## src/rtl/hazard_stage_pkg.sv

```systemverilog
// Shared helpers for the hazard stage: constant log2 and the saturating increment
// used both when a word is accepted and when held entries age.
package hazard_stage_pkg;

   localparam int unsigned SAT_W = 32;

   function automatic int unsigned clog2(input int unsigned n);
      int unsigned r;
      r = 0;
      while ((64'd1 << r) < 64'(n)) r = r + 1;
      return r;
   endfunction

   // Increment v, clamping at the all-ones value of a w-bit field
   function automatic logic [SAT_W-1:0] sat_inc(input logic [SAT_W-1:0] v, input int unsigned w);
      logic [SAT_W-1:0] max_v;
      max_v = (w >= SAT_W) ? '1 : ((SAT_W'(1) << w) - SAT_W'(1));
      return (v >= max_v) ? max_v : v + SAT_W'(1);
   endfunction

endpackage

```

## src/rtl/hazard_stage_if.sv

```systemverilog
// Handshake bundle between upstream, the hazard stage and downstream decode.
interface hazard_stage_if #(
   parameter int unsigned DATA_WIDTH  = 64,
   parameter int unsigned COUNT_WIDTH = 6,
   parameter int unsigned DEPTH       = 2
);
   localparam int unsigned LVL_W = hazard_stage_pkg::clog2(DEPTH + 1);

   logic                   flush;
   logic                   stall;
   logic [DATA_WIDTH-1:0]  idata;
   logic [COUNT_WIDTH-1:0] icount;
   logic                   idata_vld;
   logic                   idata_rdy;
   logic [DATA_WIDTH-1:0]  odata;
   logic [COUNT_WIDTH-1:0] ocount;
   logic                   odata_vld;
   logic                   odata_rdy;
   logic                   accept;
   logic [LVL_W-1:0]       level;

   modport master (
      output flush, stall, idata, icount, idata_vld, odata_rdy,
      input  idata_rdy, odata, ocount, odata_vld, accept, level
   );

   modport slave (
      input  flush, stall, idata, icount, idata_vld, odata_rdy,
      output idata_rdy, odata, ocount, odata_vld, accept, level
   );
endinterface

```

## src/rtl/hazard_stage_sat_counter.sv

```systemverilog
// Per-entry age counter: loads a value on push, otherwise counts up and sticks at all-ones.
module sat_counter
   import hazard_stage_pkg::*;
#(
   parameter int unsigned WIDTH = 6
) (
   input  logic             clk,
   input  logic             rst,
   input  logic             load,
   input  logic             inc,
   input  logic [WIDTH-1:0] load_val,
   output logic [WIDTH-1:0] count
);

   always_ff @(posedge clk or posedge rst) begin
      if (rst)       count <= '0;
      else if (load) count <= load_val;
      else if (inc)  count <= WIDTH'(sat_inc(SAT_W'(count), WIDTH));
   end

endmodule

```

## src/rtl/hazard_stage.sv

```systemverilog
// Buffered valid/ready pipeline stage with stall, flush and per-word saturating age.
module hazard_stage
   import hazard_stage_pkg::*;
#(
   parameter int unsigned DATA_WIDTH   = 64,
   parameter int unsigned DEPTH        = 2,
   parameter int unsigned COUNT_WIDTH  = 6,
   parameter int unsigned ENABLE_COUNT = 1
) (
   input  logic          clk,
   input  logic          rst,
   hazard_stage_if.slave bus
);

   localparam int unsigned PTR_W = clog2(DEPTH);
   localparam int unsigned LVL_W = clog2(DEPTH + 1);

   logic [PTR_W-1:0]      wr_ptr;
   logic [PTR_W-1:0]      rd_ptr;
   logic [LVL_W-1:0]      level_q;
   logic [DATA_WIDTH-1:0] mem [DEPTH];
   logic                  push;
   logic                  pop;

   // Ready depends only on occupancy and the hazard inputs, never on odata_rdy
   assign bus.idata_rdy = !rst && (level_q != LVL_W'(DEPTH)) && !bus.stall && !bus.flush;
   assign push          = bus.idata_vld && bus.idata_rdy;
   assign bus.accept    = push;
   assign bus.odata_vld = (level_q != '0);
   assign pop           = bus.odata_vld && bus.odata_rdy;
   assign bus.odata     = mem[rd_ptr];
   assign bus.level     = level_q;

   always_ff @(posedge clk or posedge rst) begin
      if (rst) begin
         wr_ptr  <= '0;
         rd_ptr  <= '0;
         level_q <= '0;
      end else if (bus.flush) begin
         wr_ptr  <= '0;
         rd_ptr  <= '0;
         level_q <= '0;
      end else begin
         if (push) wr_ptr <= wr_ptr + PTR_W'(1);
         if (pop)  rd_ptr <= rd_ptr + PTR_W'(1);
         case ({push, pop})
            2'b10:   level_q <= level_q + LVL_W'(1);
            2'b01:   level_q <= level_q - LVL_W'(1);
            default: level_q <= level_q;
         endcase
      end
   end

   always_ff @(posedge clk or posedge rst) begin
      if (rst) begin
         for (int i = 0; i < int'(DEPTH); i++) mem[i] <= '0;
      end else if (push) begin
         mem[wr_ptr] <= bus.idata;
      end
   end

   if (ENABLE_COUNT != 0) begin : g_count
      logic [COUNT_WIDTH-1:0] cnt [DEPTH];
      logic [COUNT_WIDTH-1:0] load_val;

      assign load_val = COUNT_WIDTH'(sat_inc(SAT_W'(bus.icount), COUNT_WIDTH));

      for (genvar i = 0; i < int'(DEPTH); i++) begin : g_entry
         logic [PTR_W-1:0] offset;
         logic             held;
         logic             load;
         logic             inc;

         // Entry is occupied when its distance from the head is below the level
         assign offset = PTR_W'(i) - rd_ptr;
         assign held   = (LVL_W'(offset) < level_q);
         assign load   = push && (wr_ptr == PTR_W'(i));
         assign inc    = held && !(pop && (rd_ptr == PTR_W'(i)));

         sat_counter #(.WIDTH(COUNT_WIDTH)) u_cnt (
            .clk      (clk),
            .rst      (rst),
            .load     (load),
            .inc      (inc),
            .load_val (load_val),
            .count    (cnt[i])
         );
      end

      assign bus.ocount = cnt[rd_ptr];
   end else begin : g_nocount
      logic unused_icount;
      assign unused_icount = ^bus.icount;
      assign bus.ocount    = '0;
   end

endmodule

```

## src/flat_wrapper.sv

```systemverilog
// flat-port wrapper written by rule: the top's interface ports become plain ports
module hazard_stage_flat import hazard_stage_pkg::*;
#(
   parameter int unsigned DATA_WIDTH   = 64,
   parameter int unsigned DEPTH        = 2,
   parameter int unsigned COUNT_WIDTH  = 6,
   parameter int unsigned ENABLE_COUNT = 1
)
  (clk, rst, bus_flush, bus_stall, bus_idata, bus_icount, bus_idata_vld, bus_odata_rdy, bus_idata_rdy, bus_odata, bus_ocount, bus_odata_vld, bus_accept, bus_level);
  hazard_stage_if #(.DATA_WIDTH(DATA_WIDTH), .COUNT_WIDTH(COUNT_WIDTH), .DEPTH(DEPTH)) bus_i ();
  input  logic clk;
  input  logic rst;
  input wire logic [$bits(bus_i.flush)-1:0] bus_flush;
  input wire logic [$bits(bus_i.stall)-1:0] bus_stall;
  input wire logic [$bits(bus_i.idata)-1:0] bus_idata;
  input wire logic [$bits(bus_i.icount)-1:0] bus_icount;
  input wire logic [$bits(bus_i.idata_vld)-1:0] bus_idata_vld;
  input wire logic [$bits(bus_i.odata_rdy)-1:0] bus_odata_rdy;
  output wire logic [$bits(bus_i.idata_rdy)-1:0] bus_idata_rdy;
  output wire logic [$bits(bus_i.odata)-1:0] bus_odata;
  output wire logic [$bits(bus_i.ocount)-1:0] bus_ocount;
  output wire logic [$bits(bus_i.odata_vld)-1:0] bus_odata_vld;
  output wire logic [$bits(bus_i.accept)-1:0] bus_accept;
  output wire logic [$bits(bus_i.level)-1:0] bus_level;
  assign bus_i.flush = bus_flush;
  assign bus_i.stall = bus_stall;
  assign bus_i.idata = bus_idata;
  assign bus_i.icount = bus_icount;
  assign bus_i.idata_vld = bus_idata_vld;
  assign bus_i.odata_rdy = bus_odata_rdy;
  assign bus_idata_rdy = bus_i.idata_rdy;
  assign bus_odata = bus_i.odata;
  assign bus_ocount = bus_i.ocount;
  assign bus_odata_vld = bus_i.odata_vld;
  assign bus_accept = bus_i.accept;
  assign bus_level = bus_i.level;
  hazard_stage #(.DATA_WIDTH(DATA_WIDTH), .DEPTH(DEPTH), .COUNT_WIDTH(COUNT_WIDTH), .ENABLE_COUNT(ENABLE_COUNT)) u_core (.clk(clk), .rst(rst), .bus(bus_i));
endmodule
```

## config.mk

```make
export PLATFORM = sky130hd
export DESIGN_NAME = hazard_stage_flat
export DESIGN_NICKNAME = d
export VERILOG_FILES = /design/src/rtl/hazard_stage_pkg.sv /design/src/rtl/hazard_stage_if.sv /design/src/rtl/hazard_stage_sat_counter.sv /design/src/rtl/hazard_stage.sv /design/src/flat_wrapper.sv
export SDC_FILE = /design/constraint.sdc
export NUM_CORES = 1
export LEC_CHECK = 0
export CORE_MARGIN = 2
export CORE_UTILIZATION = 30
export DETAILED_ROUTE_END_ITERATION = 10
export SLEW_MARGIN = 20
export SYNTH_ARGS = -nofsm -noshare
export SYNTH_HDL_FRONTEND = slang
export SYNTH_HIERARCHICAL = 1
export SYNTH_SLANG_ARGS = --single-unit
export TNS_END_PERCENT = 30
```

## constraint.sdc

```tcl
create_clock -name clk -period 5.5 [get_ports clk]
set_input_delay 0.825 -clock clk [delete_from_list [all_inputs] [get_ports clk]]
set_output_delay 0.825 -clock clk [all_outputs]
set_load 0.05 [all_outputs]
```

==> metrics.csv <==
metric;value;unit
clkLatencyLatePin;420;ps
internal_power;2.58;mW
total_power;3.89;mW
end_kind;output port;
peakVddDrop;0.183;mV
r2r.worst_path.cells;6;
rr_startpoint;u_core/bus.level[0]$_DFFE_PP0P_;
wl;16900;um
avgViaCountPerCell;4.62;
finalNonFillerCells;962;
synth_top_area_cell;dfrtp_1;
min_delay_path_depth;1;
hold_buffers;0;
grt-ovfl-total;0;
io_pins;151;
synth.distinct_cells;48;
cts_resized;0;
fp.dieH;159;um
r2r_setup_slack;2980;ps
crit_required;4680;ps
min_period_over_period;65.7;%
die-width;159;um
p_seq_share;35.9;%
netlist_area;7240;um^2
core;23600;um^2
rsz0062_at_grt;false;
total_leakage_power;4.28;nW
p_sw_share;33.8;%
cts_buffers;17;
postSynth.asyncResetShare;100;%
ys_ff_latch;144;
h-tree-depth;4;
hold_path.startpoint;u_core/mem[1]$_DFFE_PP0P_;
globalplace.congestion;0.736;
final_layout_size_suffix_gt1_share;38.7;%
tns;0;ps
seqCellArea;3610;um^2
firstDrtPassIters;4;
p_comb_share;33.4;%
clkTransAtPathRegs;60;ps
yosys_most_used_dff;dfrtp_1;
numPortBuffers;150;
rows;56;
synthCells;482;
grt_pass1_wl;27200;um
worst_slew_pin_slew;863;ps
final_util;40.5;%
status;complete, no violations;
root_buffer;clkbuf_16;
p_sw;1.31;mW
die_area;25400;um^2
cts_setup_buffers;0;
multi_input_area;3350;um^2
track_usage;13.5;%
clkSinkCount;144;
cts_tree;done;
netlist_top_cells_area;dfrtp_1, mux2_4, mux2_2;
r2r-end;u_core/g_count.g_entry[0].u_cnt/count[0]$_DFFE_PP0P_;
syn2layout_area_growth;32.0;%
worstSetupPathType;primary input to output port;
dr_total_vias;4448;
drt_iter0_drc;254;
start_kind;primary input;
antenna_left;0;
synth_enable_flop_cells;0;
crit_start;rst;
setup_viol;0;
start_util;30.7;%
fin_nets;709;
ys_seq_area_share;49.8;%
period_needed;3610;ps
wire_per_inst;17.5;um
hp-class;flop to flop;
placed_cells;929;
final_cell_mix;clkdlybuf4s50_1, dfrtp_1, mux2_4, mux2_2, clkbuf_16;
power.clock.fraction;30.7;%
p_per_area;408;nW/um^2
crit_arrival;2790;ps
drc;0;
yosys_warnings;6;
crit_fanout;8;
layout_commonest_cell;clkdlybuf4s50_1;
cts_buffer_depth;2;
max_slew_margin;42.5;%
max_freq;277;MHz
hold_end;u_core/mem[1]$_DFFE_PP0P_;
hold_violations;0;
grt_max_degree;91;
fillers;2162;
syn_nets;561;
synth.avg_cell_area;15.0;um^2
slew_viol_final;0;
maxCapViolations;0;
post-synth-top-area-fraction;49.8;%
finalClockSkew;6.98;ps
hpwl;10900;um
n_antenna_cell;0;
antenna_found_initial;0;
grt_pass1_vias;5020;
==> cell type report <==
cell class                 instances  share of cell area, %
clock buffer                      20                   4.68
clock inverter                    12                   1.65
inverter                          12                  0.602
multi-input combinational        302                   35.1
sequential                       144                   37.8
tap                              319                   4.18
timing repair buffer             153                   16.1
==> metal layers <==
metal | track usage, % | part of all wire [%] | wire length, um | vias up
met1 | 17.1 | 45 | 7510 | 2258
met5 | 0 | 0 | 0 | -
li1 | - | - | - | 2041
met4 | 4.50 | 1.4 | 237 | 0
met3 | 4.27 | 6.6 | 1120 | 18
met2 | 22.0 | 47 | 7990 | 131
==> critical path: stages <==
cell	delay, ps
clkdlybuf4s50_1	660
nor2_1	230
and3_1	200
clkdlybuf4s50_1	860
==> how the worst max path moves through the flow <==
stage / to / cells past startpoint / slack, ps
3_3_place_gp: bus_idata_rdy / 5 / 1890
4_1_cts: bus_odata[18] / 2 / 1850
5_1_grt: bus_accept / 4 / 1780
2_1_floorplan: u_core/bus.level[0]$_DFFE_PP0P_ / 1 / 1150
3_5_place_dp: u_core/g_count.g_entry[0].u_cnt/count[1]$_DFFE_PP0P_ / 7 / 1840
6_report: bus_accept / 4 / 1890
==> kinds of logic after synthesis <==
| family | synth area share [%] |
|---|---|
| buffers and inverters | 3.96 |
| multiplexers | 36.7 |
| AO/OA/AOI/OAI | 4.10 |
| AND/OR/NAND/NOR | 4.56 |
| adder cells (fa/ha/maj) | 0.519 |
| XOR/XNOR | 0.363 |
| flip-flops | 49.8 |
==> flip-flops by register name, summed over array words and instances (netlist names) <==
name and flops:
u_core/mem 128, u_core/g_count.g_entry.u_cnt/count 12, u_core/bus.level 2, u_core/rd_ptr 1, u_core/wr_ptr 1
==> power by group through the flow <==
stage | registers [mW] | logic [mW] | clock network [mW]
final | 1.40 | 1.30 | 1.20
after global routing | 1.43 | 1.36 | 1.28
after CTS | 1.40 | 1.31 | 1.24
after detailed placement | 1.42 | 1.30 | 0
after global placement | 1.40 | 1.28 | 0
after floorplan | 1.36 | 0.946 | 0
==> cells in the mapped netlist (all sizes together), types with 3 or more instances <==
master,number
and2,3
nand2b,6
dfrtp,144
a31oi,7
or2,3
o21ai,8
buf,21
clkbuf,3
inv,12
a21oi,11
ha,3
nand3,8
o22ai,6
mux2,199
nor2,5
mux2i,5
nand2,13
==> metrics by stage <==
step	hold WS (ps)	setup WS (ps)	instance area, um^2
finish	482	1890	9550
global route	492	1780	9550
CTS	485	1850	9530
detailed placement	471	1840	8930
global placement	462	1890	8930
floorplan	452	1150	7240
Power figures use the tool's default switching activity.
